### src/rtl/queued_note_player.sv
// Note sequencer: plays queued (note, duration) pairs as a phase-accumulated sine stream.
// Define NOTE_PLAYER_QUEUE_EN for a QDEPTH-entry note FIFO; otherwise notes are accepted only while idle.
module queued_note_player #(
    parameter int NOTE_W   = 6,
    parameter int DUR_W    = 6,
    parameter int STEP_W   = 20,
    parameter int PHASE_W  = 22,
    parameter int SINE_AW  = 10,
    parameter int SAMPLE_W = 16,
    parameter int QDEPTH   = 4
) (
    input  logic                       clk,
    input  logic                       reset,
    input  logic                       play_enable,
    input  logic                       flush,
    input  logic [NOTE_W-1:0]          note_in,
    input  logic [DUR_W-1:0]           duration_in,
    input  logic                       note_valid,
    output logic                       note_ready,
    input  logic                       beat,
    output logic                       note_done,
    output logic                       busy,
    output logic [NOTE_W-1:0]          freq_addr,
    input  logic [STEP_W-1:0]          step_size,
    input  logic                       generate_next_sample,
    output logic [SINE_AW-1:0]         sine_addr,
    input  logic signed [SAMPLE_W-1:0] sine_data,
    output logic signed [SAMPLE_W-1:0] sample_out,
    output logic                       new_sample_ready
);

    typedef enum logic [1:0] {IDLE, LOAD, PLAY} state_t;

    if (QDEPTH < 2 || (QDEPTH & (QDEPTH - 1)) != 0) begin : g_bad_qdepth
        $error("QDEPTH must be a power of two and at least 2");
    end

    state_t                     state_q, state_d;
    logic [NOTE_W-1:0]          note_q, note_d;
    logic [DUR_W-1:0]           cnt_q, cnt_d;
    logic [STEP_W-1:0]          step_q, step_d, step_cur;
    logic                       fresh_q, fresh_d;
    logic [PHASE_W-1:0]         phase_q, phase_d;
    logic                       vld_p1_q, vld_p1_d, vld_p2_q, vld_p2_d;
    logic                       rest_p1_q, rest_p1_d, rest_p2_q, rest_p2_d;
    logic signed [SAMPLE_W-1:0] sample_q, sample_d, sample_now;

    logic              avail, take, last, done_c, req, out_vld;
    logic [NOTE_W-1:0] src_note;
    logic [DUR_W-1:0]  src_dur;

`ifdef NOTE_PLAYER_QUEUE_EN
    localparam int QAW = $clog2(QDEPTH);

    logic [NOTE_W+DUR_W-1:0] mem_q [QDEPTH];
    logic [QAW:0]            wr_ptr_q, wr_ptr_d, rd_ptr_q, rd_ptr_d;
    logic                    full, empty, push;

    assign empty      = (wr_ptr_q == rd_ptr_q);
    assign full       = (wr_ptr_q[QAW] != rd_ptr_q[QAW]) &&
                        (wr_ptr_q[QAW-1:0] == rd_ptr_q[QAW-1:0]);
    assign note_ready = reset && !full;
    assign push       = note_valid && note_ready && !flush;
    assign avail      = !empty;
    assign {src_note, src_dur} = mem_q[rd_ptr_q[QAW-1:0]];

    always_comb begin
        wr_ptr_d = wr_ptr_q + (QAW+1)'(push);
        rd_ptr_d = rd_ptr_q + (QAW+1)'(take);
        if (flush) begin
            wr_ptr_d = '0;
            rd_ptr_d = '0;
        end
    end

    always_ff @(posedge clk) begin
        if (!reset) begin
            wr_ptr_q <= '0;
            rd_ptr_q <= '0;
        end else begin
            wr_ptr_q <= wr_ptr_d;
            rd_ptr_q <= rd_ptr_d;
        end
    end

    always_ff @(posedge clk) begin
        if (push) mem_q[wr_ptr_q[QAW-1:0]] <= {note_in, duration_in};
    end
`else
    assign note_ready = reset && (state_q == IDLE) && play_enable;
    assign avail      = note_valid && note_ready;
    assign src_note   = note_in;
    assign src_dur    = duration_in;
`endif

    // A duration of 0 ends on the first beat, exactly like a duration of 1.
    assign last = (cnt_q <= DUR_W'(1));
    assign take = !flush && play_enable && avail &&
                  ((state_q == IDLE) || (state_q == PLAY && beat && last));

    // The frequency ROM answers one cycle after freq_addr moves, so the first PLAY cycle uses it live.
    assign step_cur = fresh_q ? step_size : step_q;
    assign req      = generate_next_sample && play_enable && (state_q == PLAY);

    always_comb begin
        state_d = state_q;
        note_d  = note_q;
        cnt_d   = cnt_q;
        step_d  = step_q;
        fresh_d = fresh_q;
        phase_d = phase_q;
        done_c  = 1'b0;
        case (state_q)
            IDLE: begin
                if (take) begin
                    note_d  = src_note;
                    cnt_d   = src_dur;
                    phase_d = '0;
                    state_d = LOAD;
                end
            end
            LOAD: begin
                if (play_enable) begin
                    fresh_d = 1'b1;
                    state_d = PLAY;
                end
            end
            PLAY: begin
                if (fresh_q) begin
                    step_d  = step_size;
                    fresh_d = 1'b0;
                end
                if (play_enable && beat) begin
                    if (last) begin
                        done_c = 1'b1;
                        if (take) begin
                            note_d  = src_note;
                            cnt_d   = src_dur;
                            state_d = LOAD;
                        end else begin
                            state_d = IDLE;
                        end
                    end else begin
                        cnt_d = cnt_q - DUR_W'(1);
                    end
                end
            end
            default: state_d = IDLE;
        endcase
        // Phase runs on across queued notes so back-to-back notes join without a jump.
        if (req) phase_d = phase_q + PHASE_W'(step_cur);
        if (flush) begin
            state_d = IDLE;
            done_c  = 1'b0;
        end
    end

    always_comb begin
        // p1: sine ROM address presented; p2: ROM data returned and issued.
        vld_p1_d   = req && !flush;
        rest_p1_d  = (note_q == '0);
        vld_p2_d   = vld_p1_q && !flush;
        rest_p2_d  = rest_p1_q;
        out_vld    = vld_p2_q && reset;
        sample_now = rest_p2_q ? '0 : sine_data;
        sample_d   = flush ? '0 : (out_vld ? sample_now : sample_q);
    end

    always_ff @(posedge clk) begin
        if (!reset) begin
            state_q  <= IDLE;
            note_q   <= '0;
            cnt_q    <= '0;
            fresh_q  <= 1'b0;
            phase_q  <= '0;
            vld_p1_q <= 1'b0;
            vld_p2_q <= 1'b0;
            sample_q <= '0;
        end else begin
            state_q  <= state_d;
            note_q   <= note_d;
            cnt_q    <= cnt_d;
            fresh_q  <= fresh_d;
            phase_q  <= phase_d;
            vld_p1_q <= vld_p1_d;
            vld_p2_q <= vld_p2_d;
            sample_q <= sample_d;
        end
    end

    always_ff @(posedge clk) begin
        step_q    <= step_d;
        rest_p1_q <= rest_p1_d;
        rest_p2_q <= rest_p2_d;
    end

    assign busy             = (state_q != IDLE);
    assign note_done        = done_c && reset;
    assign freq_addr        = note_q;
    assign sine_addr        = phase_q[PHASE_W-1 -: SINE_AW];
    assign sample_out       = out_vld ? sample_now : sample_q;
    assign new_sample_ready = out_vld;

endmodule

### config.mk
export PLATFORM = sky130hd
export DESIGN_NAME = queued_note_player
export DESIGN_NICKNAME = d
export VERILOG_FILES = /design/src/rtl/queued_note_player.sv
export SDC_FILE = /design/constraint.sdc
export NUM_CORES = 1
export LEC_CHECK = 0
export CORE_MARGIN = 2
export CORE_UTILIZATION = 52
export DETAILED_ROUTE_END_ITERATION = 6
export PLACE_DENSITY = 0.88
export SLEW_MARGIN = 40
export SYNTH_ARGS = -nofsm -noshare
export SYNTH_HDL_FRONTEND = slang
export SYNTH_SLANG_ARGS = --single-unit
### constraint.sdc
create_clock -name clk -period 3.45 [get_ports clk]
set_input_delay 0.69 -clock clk [delete_from_list [all_inputs] [get_ports clk]]
set_output_delay 0.69 -clock clk [all_outputs]
set_load 0.05 [all_outputs]
==> impl_results.md <==
- Compound-Gate Fraction of Synth Area: 0.1726
- Warnings, synthesis: 0
- Sequential share of power: 0.530
- CP required: 3.69 ns
- # fillers: 624
- DRC viols: 0
- Unique masters post-synth: 55
- TritonCTS Buffers: 9
- Die W: 95.77 µm
- Clock Sinks: 77
- Dpl hpwl: 7755 µm
- Crit path from: step_size[0]
- Post_cts resized: 0
- IO buf count: 90
- Post-synthesis xor/xnor area fraction: 0.01800
- Syn_area_per_cell: 8.724 µm²
- Max cap viols: 0
- Pwr/cell area: 312.1 mW/mm²
- Top Ports: 91
- Top FF cell, synth: dfxtp_1
- Largest family of logic cells by synthesized area: simple AND/OR/NAND/NOR gates
- Seq cells post-synth: 77
- Post-CTS Hold Fix Bufs: 0
- Final WL: 10620 µm
- Final clock skew: 0.01148 ns
- Reg2reg start: fresh_q
- Clk buf depth: 2
- Proportion of layout cells with a drive suffix above 1: 0.1380
- Area grow syn2layout: 29.77%
- Total power: 1.774 mW
- Simple-gate portion of the synthesized area: 0.2311
- Worst-Skew Late Latency: 0.35 ns
- Initial core utilization: 0.5357
- Sw Share: 0.2369
- Fin. max-slew vios: 0
- Setup TNS: 0 ns
- Global route hottest layer: met2
- Clk root buf: clkbuf_8
- Synthesized Nets: 580
- GRT met2 Usage: 0.4009
- Critical path capture point type: flip-flop
- RSZ-0062 raised after global routing: false
- Grt ovf: 0
- Peak Freq: 0.3262 GHz
- Yosys top cell area share: 0.2606
- Cells after synthesis: 502
- Routed len/inst: 15.35 µm
- Leakage: 2.191 nW
- # setup viols final: 0
- Routed Antenna Nets: 0
- Min cycle time layout: 3.065 ns
- Die height: 95.77 µm
- Mux share of post-synthesis cell area: 0.06029
- Number of synthesized flops with an enable pin: 20
- Sw Pwr: 0.4203 mW
- Most common cell in the synthesized netlist: nand2_1
- Post-Route Utilization: 0.6951
- 1st-iter DRT viols: 166
- Post-synth ARST share: 0
- Worst hold path class: reg2reg
- Hold path start: rest_p1_q
- Clock share of power: 0.375
- Least-Margin Pin Slew: 0.6147 ns
- Total track usage: 0.2382
- Synth Area in Adders: 0.06743
- Core Rows: 33
- Status: completed
- Met3 GRT Util: 0.03524
- Commonest cells in the netlist: nand2_1, dfxtp_1, a21oi_1, o21ai_0
- H-Tree Depth: 3
- Hold Vio Cnt, Final: 0
- Worst-path clk slew: 0.09 ns
- Slew headroom: 0.5902
- Via density: 5.705
- CTS tree: done
- Setup bufs post-CTS: 0
- Met1 Use GR: 0.3026
- Vias in the first global route: 3871
- Post-Syn Area: 0.004379 mm²
- Tcrit/Tclk final: 0.8885
- Sequential area share after synthesis: 0.3977
- Max IR drop VDD: 0.2679 mV
- First-pass GRT wire length: 17390 µm
- Ranking of synthesized cells by area: dfxtp_1, edfxtp_1, ha_1
- Fin nets: 660
- Internal: 1.353 mW
- Total Die Area: 0.009172 mm²
- Total number of vias: 3948
- Total core area: 0.008175 mm²
- Routability congestion estimate: 0.9095
- CP Max Fanout: 5
- Combinational share of power: 0.095
- Type of origin of the critical path: input port
- CP arrival: 3.31 ns
- Initial DRT Pass Iterations: 5
- Crit path kind: in2reg
- Largest net degree at the start of global routing: 34
- Initial antenna violation count: 0
- Area leader, netlist: dfxtp_1
- Ant diodes: 0
[stage by stage]
stage / hold WS [ns] / worst slack (ns) / cell area [µm²] / cells
after floorplan: 0.3096 / 0.6095 / 4379 / 502
after global placement: 0.3478 / 0.2201 / 5488 / 676
after detailed placement: 0.3497 / 0.1205 / 5488 / 676
after CTS: 0.3643 / 0.4213 / 5683 / 692
after global routing: 0.3728 / 0.2482 / 5683 / 692
final: 0.3692 / 0.3848 / 5683 / 692
[power by group through the flow]
stage               sequential [mW]  combinational (mW)  clock, mW
finish                        0.940               0.169      0.664
global route                  0.942               0.183      0.716
floorplan                     0.961              0.0792          0
global placement              0.961               0.164          0
detailed placement            0.961               0.167          0
CTS                           0.940               0.169      0.674
[cells in the final DEF (no fill, tap or decap), types with 3 or more instances in the layout]
| cell | count |
|---|---|
| edfxtp_1 | 20 |
| and2_1 | 21 |
| mux2_2 | 19 |
| dfxtp_1 | 57 |
| nand3_1 | 23 |
| or3_1 | 4 |
| clkbuf_8 | 10 |
| inv_1 | 12 |
| and3_1 | 6 |
| buf_4 | 15 |
| nand2b_1 | 24 |
| o21ai_0 | 40 |
| a21o_1 | 5 |
| xor2_1 | 4 |
| xnor2_1 | 5 |
| mux2i_1 | 5 |
| nand2_1 | 66 |
| nor2b_1 | 3 |
| a211oi_1 | 3 |
| nand4_1 | 8 |
| ha_1 | 22 |
| o2111ai_1 | 3 |
| clkdlybuf4s50_1 | 71 |
| o211ai_1 | 3 |
| a21oi_2 | 4 |
| buf_12 | 17 |
| a21oi_1 | 42 |
| nor2_1 | 24 |
| nor3_1 | 8 |
[flip-flops by register name, summed over array words and instances, names as in the netlist]
signal / count
cnt_q: 6
freq_addr: 6
fresh_q: 1
phase_q: 22
rest_p1_q: 1
rest_p2_q: 1
sample_q: 16
state_q: 2
step_q: 20
vld_p1_q: 1
vld_p2_q: 1
[critical path, stage by stage]
cell             delay (ns)
clkdlybuf4s50_1        0.47
mux2_2                 0.17
ha_1                   0.16
inv_1                  0.05
fa_1                   0.37
nand2b_1               0.19
a21oi_1                0.36
o2111ai_1              0.22
a21boi_0               0.27
o21ai_0                0.11
a32o_1                 0.27
[final timing paths]
path,end,slack [ns],cells past startpoint
max,phase_q[16],0.38,11
min,rest_p2_q,0.37,0
max reg2reg,phase_q[16],0.49,11
min reg2reg,rest_p2_q,0.37,0
[logic make-up (layout without fill, tap and decap cells)]
group                    Yosys count  count (layout)
XOR/XNOR                           9               9
adder cells (fa/ha/maj)           23              23
buffers and inverters             46             131
AO/OA/AOI/OAI                    123             123
AND/OR/NAND/NOR                  200             200
flip-flops                        77              77
multiplexers                      24              24
[routing by layer]
metal,wire [µm],vias to the layer above
li1,-,1946
met1,4657,1818
met2,5001,159
met3,694,25
met4,268,0
met5,0,-
[cell type report]
cell class / instances / area [µm²] / area share
timing repair buffer: 103 / 1164 / 0.2048
clock inverter: 4 / 28.78 / 0.005064
clock buffer: 12 / 166.4 / 0.02928
sequential: 77 / 1742 / 0.3065
inverter: 12 / 45.04 / 0.007926
multi-input combinational: 379 / 2406 / 0.4234
tap: 105 / 131.4 / 0.02312
Power figures use the tool's default switching activity.
